**src/rtl/fazyrv_membus_arb_if.sv**
```systemverilog
// Bundle of requester (imem/dmem) and shared memory port signals for the FazyRV bus arbiter.
// The arbiter uses the master modport; the surrounding core/memory uses slave.
interface fazyrv_membus_arb_if;
    localparam int unsigned AW = 32;
    localparam int unsigned DW = 32;
    localparam int unsigned BW = 4;

    logic          imem_stb_i;
    logic [AW-1:0] imem_adr_i;
    logic          imem_ack_o;
    logic [DW-1:0] imem_rdat_o;

    logic          dmem_stb_i;
    logic          dmem_we_i;
    logic [BW-1:0] dmem_be_i;
    logic [AW-1:0] dmem_adr_i;
    logic [DW-1:0] dmem_wdat_i;
    logic          dmem_ack_o;
    logic [DW-1:0] dmem_rdat_o;

    logic          mem_stb_o;
    logic          mem_we_o;
    logic [BW-1:0] mem_be_o;
    logic [AW-1:0] mem_adr_o;
    logic [DW-1:0] mem_wdat_o;
    logic          mem_ack_i;
    logic [DW-1:0] mem_rdat_i;

    logic          err_o;

    modport master (
        input  imem_stb_i, imem_adr_i,
        input  dmem_stb_i, dmem_we_i, dmem_be_i, dmem_adr_i, dmem_wdat_i,
        input  mem_ack_i, mem_rdat_i,
        output imem_ack_o, imem_rdat_o, dmem_ack_o, dmem_rdat_o,
        output mem_stb_o, mem_we_o, mem_be_o, mem_adr_o, mem_wdat_o,
        output err_o
    );

    modport slave (
        output imem_stb_i, imem_adr_i,
        output dmem_stb_i, dmem_we_i, dmem_be_i, dmem_adr_i, dmem_wdat_i,
        output mem_ack_i, mem_rdat_i,
        input  imem_ack_o, imem_rdat_o, dmem_ack_o, dmem_rdat_o,
        input  mem_stb_o, mem_we_o, mem_be_o, mem_adr_o, mem_wdat_o,
        input  err_o
    );
endinterface

```
**src/rtl/fazyrv_membus_arb.sv**
```systemverilog
// Round-robin arbiter sharing one memory port between instruction fetch and data access.
// Optional access timeout enabled by defining FAZYRV_ARB_TIMEOUT_EN.
module fazyrv_membus_arb #(
    parameter int unsigned TIMEOUT_CYCLES = 255
) (
    input  logic                clk_i,
    input  logic                rst_in,
    fazyrv_membus_arb_if.master bus
);

    if (TIMEOUT_CYCLES < 1) begin : g_bad_cfg
        $error("fazyrv_membus_arb: TIMEOUT_CYCLES must be at least 1");
    end

    typedef enum logic [1:0] {IDLE, GNT_I, GNT_D} state_t;

    state_t state_q, state_d;
    logic   last_d_q, last_d_d;   // 1: dmem was granted last
    logic   gnt_stb;
    logic   expire;
    logic   done;

`ifdef FAZYRV_ARB_TIMEOUT_EN
    localparam int unsigned CNT_W = $clog2(TIMEOUT_CYCLES + 1);
    logic [CNT_W-1:0] cnt_q, cnt_d;

    always_ff @(posedge clk_i) begin
        if (!rst_in) cnt_q <= '0;
        else         cnt_q <= cnt_d;
    end
`endif

    always_ff @(posedge clk_i) begin
        if (!rst_in) begin
            state_q  <= IDLE;
            last_d_q <= 1'b0;
        end else begin
            state_q  <= state_d;
            last_d_q <= last_d_d;
        end
    end

    always_comb begin
        state_d          = state_q;
        last_d_d         = last_d_q;
        gnt_stb          = 1'b0;
        expire           = 1'b0;
        done             = 1'b0;
        bus.mem_stb_o    = 1'b0;
        bus.mem_we_o     = 1'b0;
        bus.mem_be_o     = '0;
        bus.mem_adr_o    = '0;
        bus.mem_wdat_o   = '0;
        bus.imem_ack_o   = 1'b0;
        bus.dmem_ack_o   = 1'b0;
        bus.err_o        = 1'b0;
        bus.imem_rdat_o  = bus.mem_rdat_i;
        bus.dmem_rdat_o  = bus.mem_rdat_i;
`ifdef FAZYRV_ARB_TIMEOUT_EN
        cnt_d            = cnt_q;
`endif

        case (state_q)
            IDLE: begin
                // On a tie, grant whichever side did not win last time
                if (bus.dmem_stb_i && (!bus.imem_stb_i || !last_d_q)) state_d = GNT_D;
                else if (bus.imem_stb_i)                               state_d = GNT_I;
`ifdef FAZYRV_ARB_TIMEOUT_EN
                cnt_d = '0;
`endif
            end
            GNT_I: begin
                gnt_stb       = bus.imem_stb_i;
                bus.mem_adr_o = bus.imem_adr_i;
                bus.mem_be_o  = 4'hF;
            end
            GNT_D: begin
                gnt_stb        = bus.dmem_stb_i;
                bus.mem_we_o   = bus.dmem_we_i;
                bus.mem_be_o   = bus.dmem_be_i;
                bus.mem_adr_o  = bus.dmem_adr_i;
                bus.mem_wdat_o = bus.dmem_wdat_i;
            end
            default: state_d = IDLE;
        endcase

        if (state_q == GNT_I || state_q == GNT_D) begin
`ifdef FAZYRV_ARB_TIMEOUT_EN
            expire = gnt_stb && !bus.mem_ack_i && (cnt_q == CNT_W'(TIMEOUT_CYCLES - 1));
            if (gnt_stb && !bus.mem_ack_i) cnt_d = cnt_q + CNT_W'(1);
`endif
            done           = gnt_stb && (bus.mem_ack_i || expire);
            bus.mem_stb_o  = gnt_stb && !expire;
            bus.imem_ack_o = done && (state_q == GNT_I);
            bus.dmem_ack_o = done && (state_q == GNT_D);
            bus.err_o      = expire;
            // Withdrawal or completion both release the port next cycle
            if (!gnt_stb || done) state_d = IDLE;
            if (done)             last_d_d = (state_q == GNT_D);
        end
    end

endmodule

```
**src/flat_wrapper.sv**
```systemverilog
// flat-port wrapper written by rule: the top's interface ports become plain ports
module fazyrv_membus_arb_flat 
#(
    parameter int unsigned TIMEOUT_CYCLES = 255
)
  (clk_i, rst_in, bus_imem_stb_i, bus_imem_adr_i, bus_dmem_stb_i, bus_dmem_we_i, bus_dmem_be_i, bus_dmem_adr_i, bus_dmem_wdat_i, bus_mem_ack_i, bus_mem_rdat_i, bus_imem_ack_o, bus_imem_rdat_o, bus_dmem_ack_o, bus_dmem_rdat_o, bus_mem_stb_o, bus_mem_we_o, bus_mem_be_o, bus_mem_adr_o, bus_mem_wdat_o, bus_err_o);
  fazyrv_membus_arb_if bus_i ();
  input  logic clk_i;
  input  logic rst_in;
  input wire logic [$bits(bus_i.imem_stb_i)-1:0] bus_imem_stb_i;
  input wire logic [$bits(bus_i.imem_adr_i)-1:0] bus_imem_adr_i;
  input wire logic [$bits(bus_i.dmem_stb_i)-1:0] bus_dmem_stb_i;
  input wire logic [$bits(bus_i.dmem_we_i)-1:0] bus_dmem_we_i;
  input wire logic [$bits(bus_i.dmem_be_i)-1:0] bus_dmem_be_i;
  input wire logic [$bits(bus_i.dmem_adr_i)-1:0] bus_dmem_adr_i;
  input wire logic [$bits(bus_i.dmem_wdat_i)-1:0] bus_dmem_wdat_i;
  input wire logic [$bits(bus_i.mem_ack_i)-1:0] bus_mem_ack_i;
  input wire logic [$bits(bus_i.mem_rdat_i)-1:0] bus_mem_rdat_i;
  output wire logic [$bits(bus_i.imem_ack_o)-1:0] bus_imem_ack_o;
  output wire logic [$bits(bus_i.imem_rdat_o)-1:0] bus_imem_rdat_o;
  output wire logic [$bits(bus_i.dmem_ack_o)-1:0] bus_dmem_ack_o;
  output wire logic [$bits(bus_i.dmem_rdat_o)-1:0] bus_dmem_rdat_o;
  output wire logic [$bits(bus_i.mem_stb_o)-1:0] bus_mem_stb_o;
  output wire logic [$bits(bus_i.mem_we_o)-1:0] bus_mem_we_o;
  output wire logic [$bits(bus_i.mem_be_o)-1:0] bus_mem_be_o;
  output wire logic [$bits(bus_i.mem_adr_o)-1:0] bus_mem_adr_o;
  output wire logic [$bits(bus_i.mem_wdat_o)-1:0] bus_mem_wdat_o;
  output wire logic [$bits(bus_i.err_o)-1:0] bus_err_o;
  assign bus_i.imem_stb_i = bus_imem_stb_i;
  assign bus_i.imem_adr_i = bus_imem_adr_i;
  assign bus_i.dmem_stb_i = bus_dmem_stb_i;
  assign bus_i.dmem_we_i = bus_dmem_we_i;
  assign bus_i.dmem_be_i = bus_dmem_be_i;
  assign bus_i.dmem_adr_i = bus_dmem_adr_i;
  assign bus_i.dmem_wdat_i = bus_dmem_wdat_i;
  assign bus_i.mem_ack_i = bus_mem_ack_i;
  assign bus_i.mem_rdat_i = bus_mem_rdat_i;
  assign bus_imem_ack_o = bus_i.imem_ack_o;
  assign bus_imem_rdat_o = bus_i.imem_rdat_o;
  assign bus_dmem_ack_o = bus_i.dmem_ack_o;
  assign bus_dmem_rdat_o = bus_i.dmem_rdat_o;
  assign bus_mem_stb_o = bus_i.mem_stb_o;
  assign bus_mem_we_o = bus_i.mem_we_o;
  assign bus_mem_be_o = bus_i.mem_be_o;
  assign bus_mem_adr_o = bus_i.mem_adr_o;
  assign bus_mem_wdat_o = bus_i.mem_wdat_o;
  assign bus_err_o = bus_i.err_o;
  fazyrv_membus_arb #(.TIMEOUT_CYCLES(TIMEOUT_CYCLES)) u_core (.clk_i(clk_i), .rst_in(rst_in), .bus(bus_i));
endmodule
```
**config.mk**
```make
export PLATFORM = sky130hd
export DESIGN_NAME = fazyrv_membus_arb_flat
export DESIGN_NICKNAME = d
export VERILOG_FILES = /design/src/rtl/fazyrv_membus_arb_if.sv /design/src/rtl/fazyrv_membus_arb.sv /design/src/flat_wrapper.sv
export SDC_FILE = /design/constraint.sdc
export NUM_CORES = 1
export LEC_CHECK = 0
export CORE_AREA = 2 2 106 108
export DETAILED_ROUTE_END_ITERATION = 12
export DIE_AREA = 0 0 108 110
export DONT_BUFFER_PORTS = 1
export GPL_TIMING_DRIVEN = 0
export HOLD_SLACK_MARGIN = 0.02
export SLEW_MARGIN = 5
export SYNTH_ARGS = -nofsm -noshare
export SYNTH_HDL_FRONTEND = slang
export SYNTH_SLANG_ARGS = --single-unit
```
**constraint.sdc**
```tcl
create_clock -name clk_i -period 1.68 [get_ports clk_i]
set_clock_uncertainty 0.1 [all_clocks]
set_input_delay 0.336 -clock clk_i [delete_from_list [all_inputs] [get_ports clk_i]]
set_output_delay 0.336 -clock clk_i [all_outputs]
set_load 0.1 [all_outputs]
```
Word level (Yosys, flattened, before mapping)

Cells that the tools add are included.

Bits in registers: 3

Eq/ne operators: 2
Multiplexer cells: 13
Reduce and logical (&&, ||, !) cells: 13

Operators with widths:

| operator                                       | count |
|---|---|
| one-hot mux 32 bit (2 select lines)            | 1 |
| 2-to-1 mux 32 bit                              | 1 |
| 2-to-1 mux 2 bit                               | 4 |
| one-hot mux 4 bit (2 select lines)             | 1 |
| logical AND 1 bit                              | 4 |
| 2-to-1 mux 1 bit                               | 4 |
| one-hot mux 2 bit (2 select lines)             | 1 |
| logical NOT 1 bit                              | 3 |
| logical OR 1 bit                               | 3 |
| == test 2 x 1 -> 1 bit (second input constant) | 1 |
| == test 2 bit (second input constant)          | 1 |
| logical NOT 2 bit                              | 1 |
| one-hot mux 1 bit (2 select lines)             | 1 |
| AND reduction 2 bit                            | 1 |
| OR reduction 2 bit                             | 1 |

Depth between registers and ports, before layout

Word-level depth: 7
Depth in mapped cells: 6

Worst setup path after synthesis

Ideal clock, no wire load.

Path kind: reg-to-output
From: reg u_core.state_q[1]
To: out bus_mem_adr_o[14]
Data arrival time: 2377 ps
Data required time: 1244 ps
Setup slack: -1133 ps
Cell stages (with the launch flop): 6
Buffers on the path: 2
Path through: dfxtp_1 > inv_1 > ha_1 > buf_2 > buf_2 > nor2b_1

Longest elaborated chain between the ends: 2
Elaborated cells on any way between the ends: 3
Classes of those cells: 2 x eq/ne; 1 x mux

RTL lines:

| element                                                 | RTL line                | source |
|---|---|---|
| start, declared                                         | fazyrv_membus_arb.sv:17 | `state_t state_q, state_d;` |
| start signal, assigned                                  | fazyrv_membus_arb.sv:38 | `state_q <= state_d;` |
| == test 2 bit or == test 2 x 1 -> 1 bit (tied branches) | fazyrv_membus_arb.sv:63 | `case (state_q)` |
| one-hot mux 32 bit (2 select lines) *                   | fazyrv_membus_arb.sv:63 |  |
| end, declared                                           | flat_wrapper.sv:26      | `output wire logic [$bits(bus_i.mem_adr_o)-1:0] bus_mem_adr_o;` |

Every way passes the cells marked *; elsewhere a longest branch is shown, timed or not.

Final worst setup path

From: reg u_core.state_q[0]
To: out bus_mem_adr_o[20]

Same word-level chain as after synthesis.

==> impl_metrics.yaml <==
power_and_ir_drop:
  p_sw_uw: 3860
  p_total_uw: 6190
  p_comb_frac: 0.947
  pwr-share-seq: 0.019
  power.density_nw_per_um2: 2100
  p_int_uw: 2320
  peakVddDrop_v: 0.000855
  p_leak_uw: 0.00113
  clockPowerShare: 0.034
  switching_share: 0.624
global_routing:
  grt_pass1_vias: 1491
  grt_pass1_wl_microns: 8370
  antenna_found_initial: 0
  track_usage: 0.0937
  grtUsageMet2: 0.177
  use_met1: 0.119
  grt.met3_usage: 0.00705
  grt_remaining_overflow: 0
  grt_max_degree: 11
  grt.busiest_layer: "met2"
clock_network:
  clk_transition_reported_paths_ps: 30
  root_buffer: "clkbuf_8"
  cts_buffers: 3
  cts_buffer_depth: 2
  clock_sinks: 3
  cts_tree: "built"
  insertion_delay_ps: 210
  htreeDepth: 1
floorplan:
  io_pins: 275
  floorplan.rows: 38
  initial_core_util: 0.145
  die_area_sq_um: 11900
  die_x_microns: 108
  die_y_microns: 110
  core_area_sq_um: 10700
synthesis:
  mappedNetlistArea_sq_um: 1550
  synthDistinctLibCells: 25
  avgSynthCellArea_sq_um: 7.29
  synthesis.nets: 354
  synth_top_cell_by_area: "buf_4"
  synthCells: 213
  seq_area_frac_synth: 0.0387
  netlist.area_leader.share: 0.329
  synth-seq-cells: 3
  yosys_warnings: 0
  synth.area.top_cells: "buf_4 (33%), nor2b_1 (15%), a22oi_1 (15%)"
timing:
  fin_ws_ps: -491
  relSlewSlack: 0.566
  rsz0062_at_grt: "yes"
  max_slew.worst_pin.slew_ps: 649
  min_period_ps: 2170
  final_hold_viol_count: 0
  drv_slew: 0
  period_share: 1.29
  setup_violations: 73
  max_freq_mhz: 461
  fin_tns_setup_ps: -30050
route:
  drc: 0
  drt_iter0_markers: 37
  postRouteAntennaNets: 0
  drtPass1Iterations: 3
  totalWireLength_microns: 6900
  vias: 1615
  routedWlPerCell_microns: 17.9
  viasPerCell: 4.19
worst_setup_path:
  worst-setup-path-type: "flip-flop to output port"
  worstPathRequired_ps: 1240
  r2r_slack_ps: -90
  critical_path_peak_fanout: 5
  endpoint_kind: "output port"
  critPathLaunchType: "flip-flop"
  arrival_ps: 1730
layout:
  drive_above_1_share: 0.935
  syn_to_final_growth_pct: 89.8
  antenna_cells: 0
  nFillCells: 1093
  final_nets: 387
  fin_cells: 385
place:
  gp_congestion: 0.852
  port_buffers: 0
  dp_hpwl_microns: 5340
  placed_cells: 353
outcome:
  status: "finished, violations left"
  failed_checks: "negative setup slack"
hold_path:
  hp-class: "input pin to flip-flop"
flow_run:
  cap_viol_max_count: 0
-- worst max-delay path: stages (launching register included) --
cell	delay [ps]
dfxtp_4	360
inv_4	50
ha_4	290
buf_12	130
buf_8	110
nor2b_4	550
-- area by class of cell --
| type | count | area (sq um) | area share |
|---|---|---|---|
| multi-input cells | 127 | 1470 | 0.498 |
| plain buffers | 80 | 757 | 0.257 |
| repair buffers | 29 | 423 | 0.143 |
| well taps | 140 | 175 | 0.0594 |
| flip-flops and latches | 3 | 67.6 | 0.0229 |
| clock buffers | 4 | 45.0 | 0.0153 |
| inverters | 2 | 12.5 | 0.00424 |
-- timing repair --
item | in CTS | in global routing
cloned | 6 | 2
endpoints found under the setup margin | 72 | 72
hold buffers | 0 | 0
pin swaps | 11 | 15
buffers inserted | 20 | 3
resized for setup | 42 | 11
-- Yosys cell counts (all sizes together) --
library cell,count
nor2b,38
conb,1
o21ai,1
nor2,2
a41o,1
clkbuf,2
inv,2
nand2b,1
dfxtp,3
buf,79
a21oi,4
o211a,1
mux2i,1
and2,35
ha,3
nand2,4
a22oi,33
a211oi,1
and3,1
-- worst paths after layout --
| check | end | from | cells past startpoint |
|---|---|---|---|
| max | bus_mem_adr_o[20] | u_core.state_q[0]$_SDFF_PN0_ | 5 |
| min | u_core.state_q[1]$_SDFF_PN0_ | rst_in | 1 |
| max reg2reg | u_core.last_d_q$_SDFFE_PN0P_ | u_core.state_q[1]$_SDFF_PN0_ | 9 |
| min reg2reg | u_core.last_d_q$_SDFFE_PN0P_ | u_core.last_d_q$_SDFFE_PN0P_ | 2 |
-- stage by stage --
step                      area (sq um)   util  hold WS [ps]  worst slack (ps)
after CTS                         2860  0.267           141              -514
after global routing              2950  0.276           139              -546
final                             2950  0.276           143              -491
after global placement            2350  0.220           363              -369
after detailed placement          2350  0.220           370              -401
after floorplan                   2180      -           343              -193
-- per-layer routing --
metal	vias to the layer above	wire, microns
li1	708	-
met3	2	512
met2	136	3830
met1	769	2540
met5	-	0
met4	0	19
-- kinds of logic (layout without fill, tap and decap cells) --
group                      after synthesis  after routing  share of synthesized area
AOI/OAI and AO/OA                       41             41                      0.209
adders and majority gates                3              3                     0.0242
DFF                                      3              3                     0.0387
other                                    1              1                    0.00242
and+or+nand+nor                         81             81                      0.318
muxes                                    1              1                    0.00645
buffers and inverters                   83            115                      0.401
-- layout by cell type, fill, tap and decap left out, drive strengths merged --
cell,instances
inv,2
a211oi,1
nand2b,1
clkbuf,8
ha,3
o211a,1
conb,1
a22oi,33
nand2,4
nor2b,38
nor2,2
and2,35
dfxtp,3
a41o,1
o21ai,1
mux2i,1
and3,1
a21oi,4
buf,105
-- power groups by stage --
stage | combinational, uW | clock, uW | sequential, uW
after floorplan | 4550 | 0 | 118
after global placement | 4890 | 0 | 121
after detailed placement | 4910 | 0 | 123
after CTS | 5820 | 211 | 115
after global routing | 6080 | 221 | 116
final | 5860 | 210 | 116
-- state kept, by name (all words and copies together) (netlist names) --
name             cells
u_core.last_d_q      1
u_core.state_q       2
Note: power is estimated with default switching activity, not from simulation.
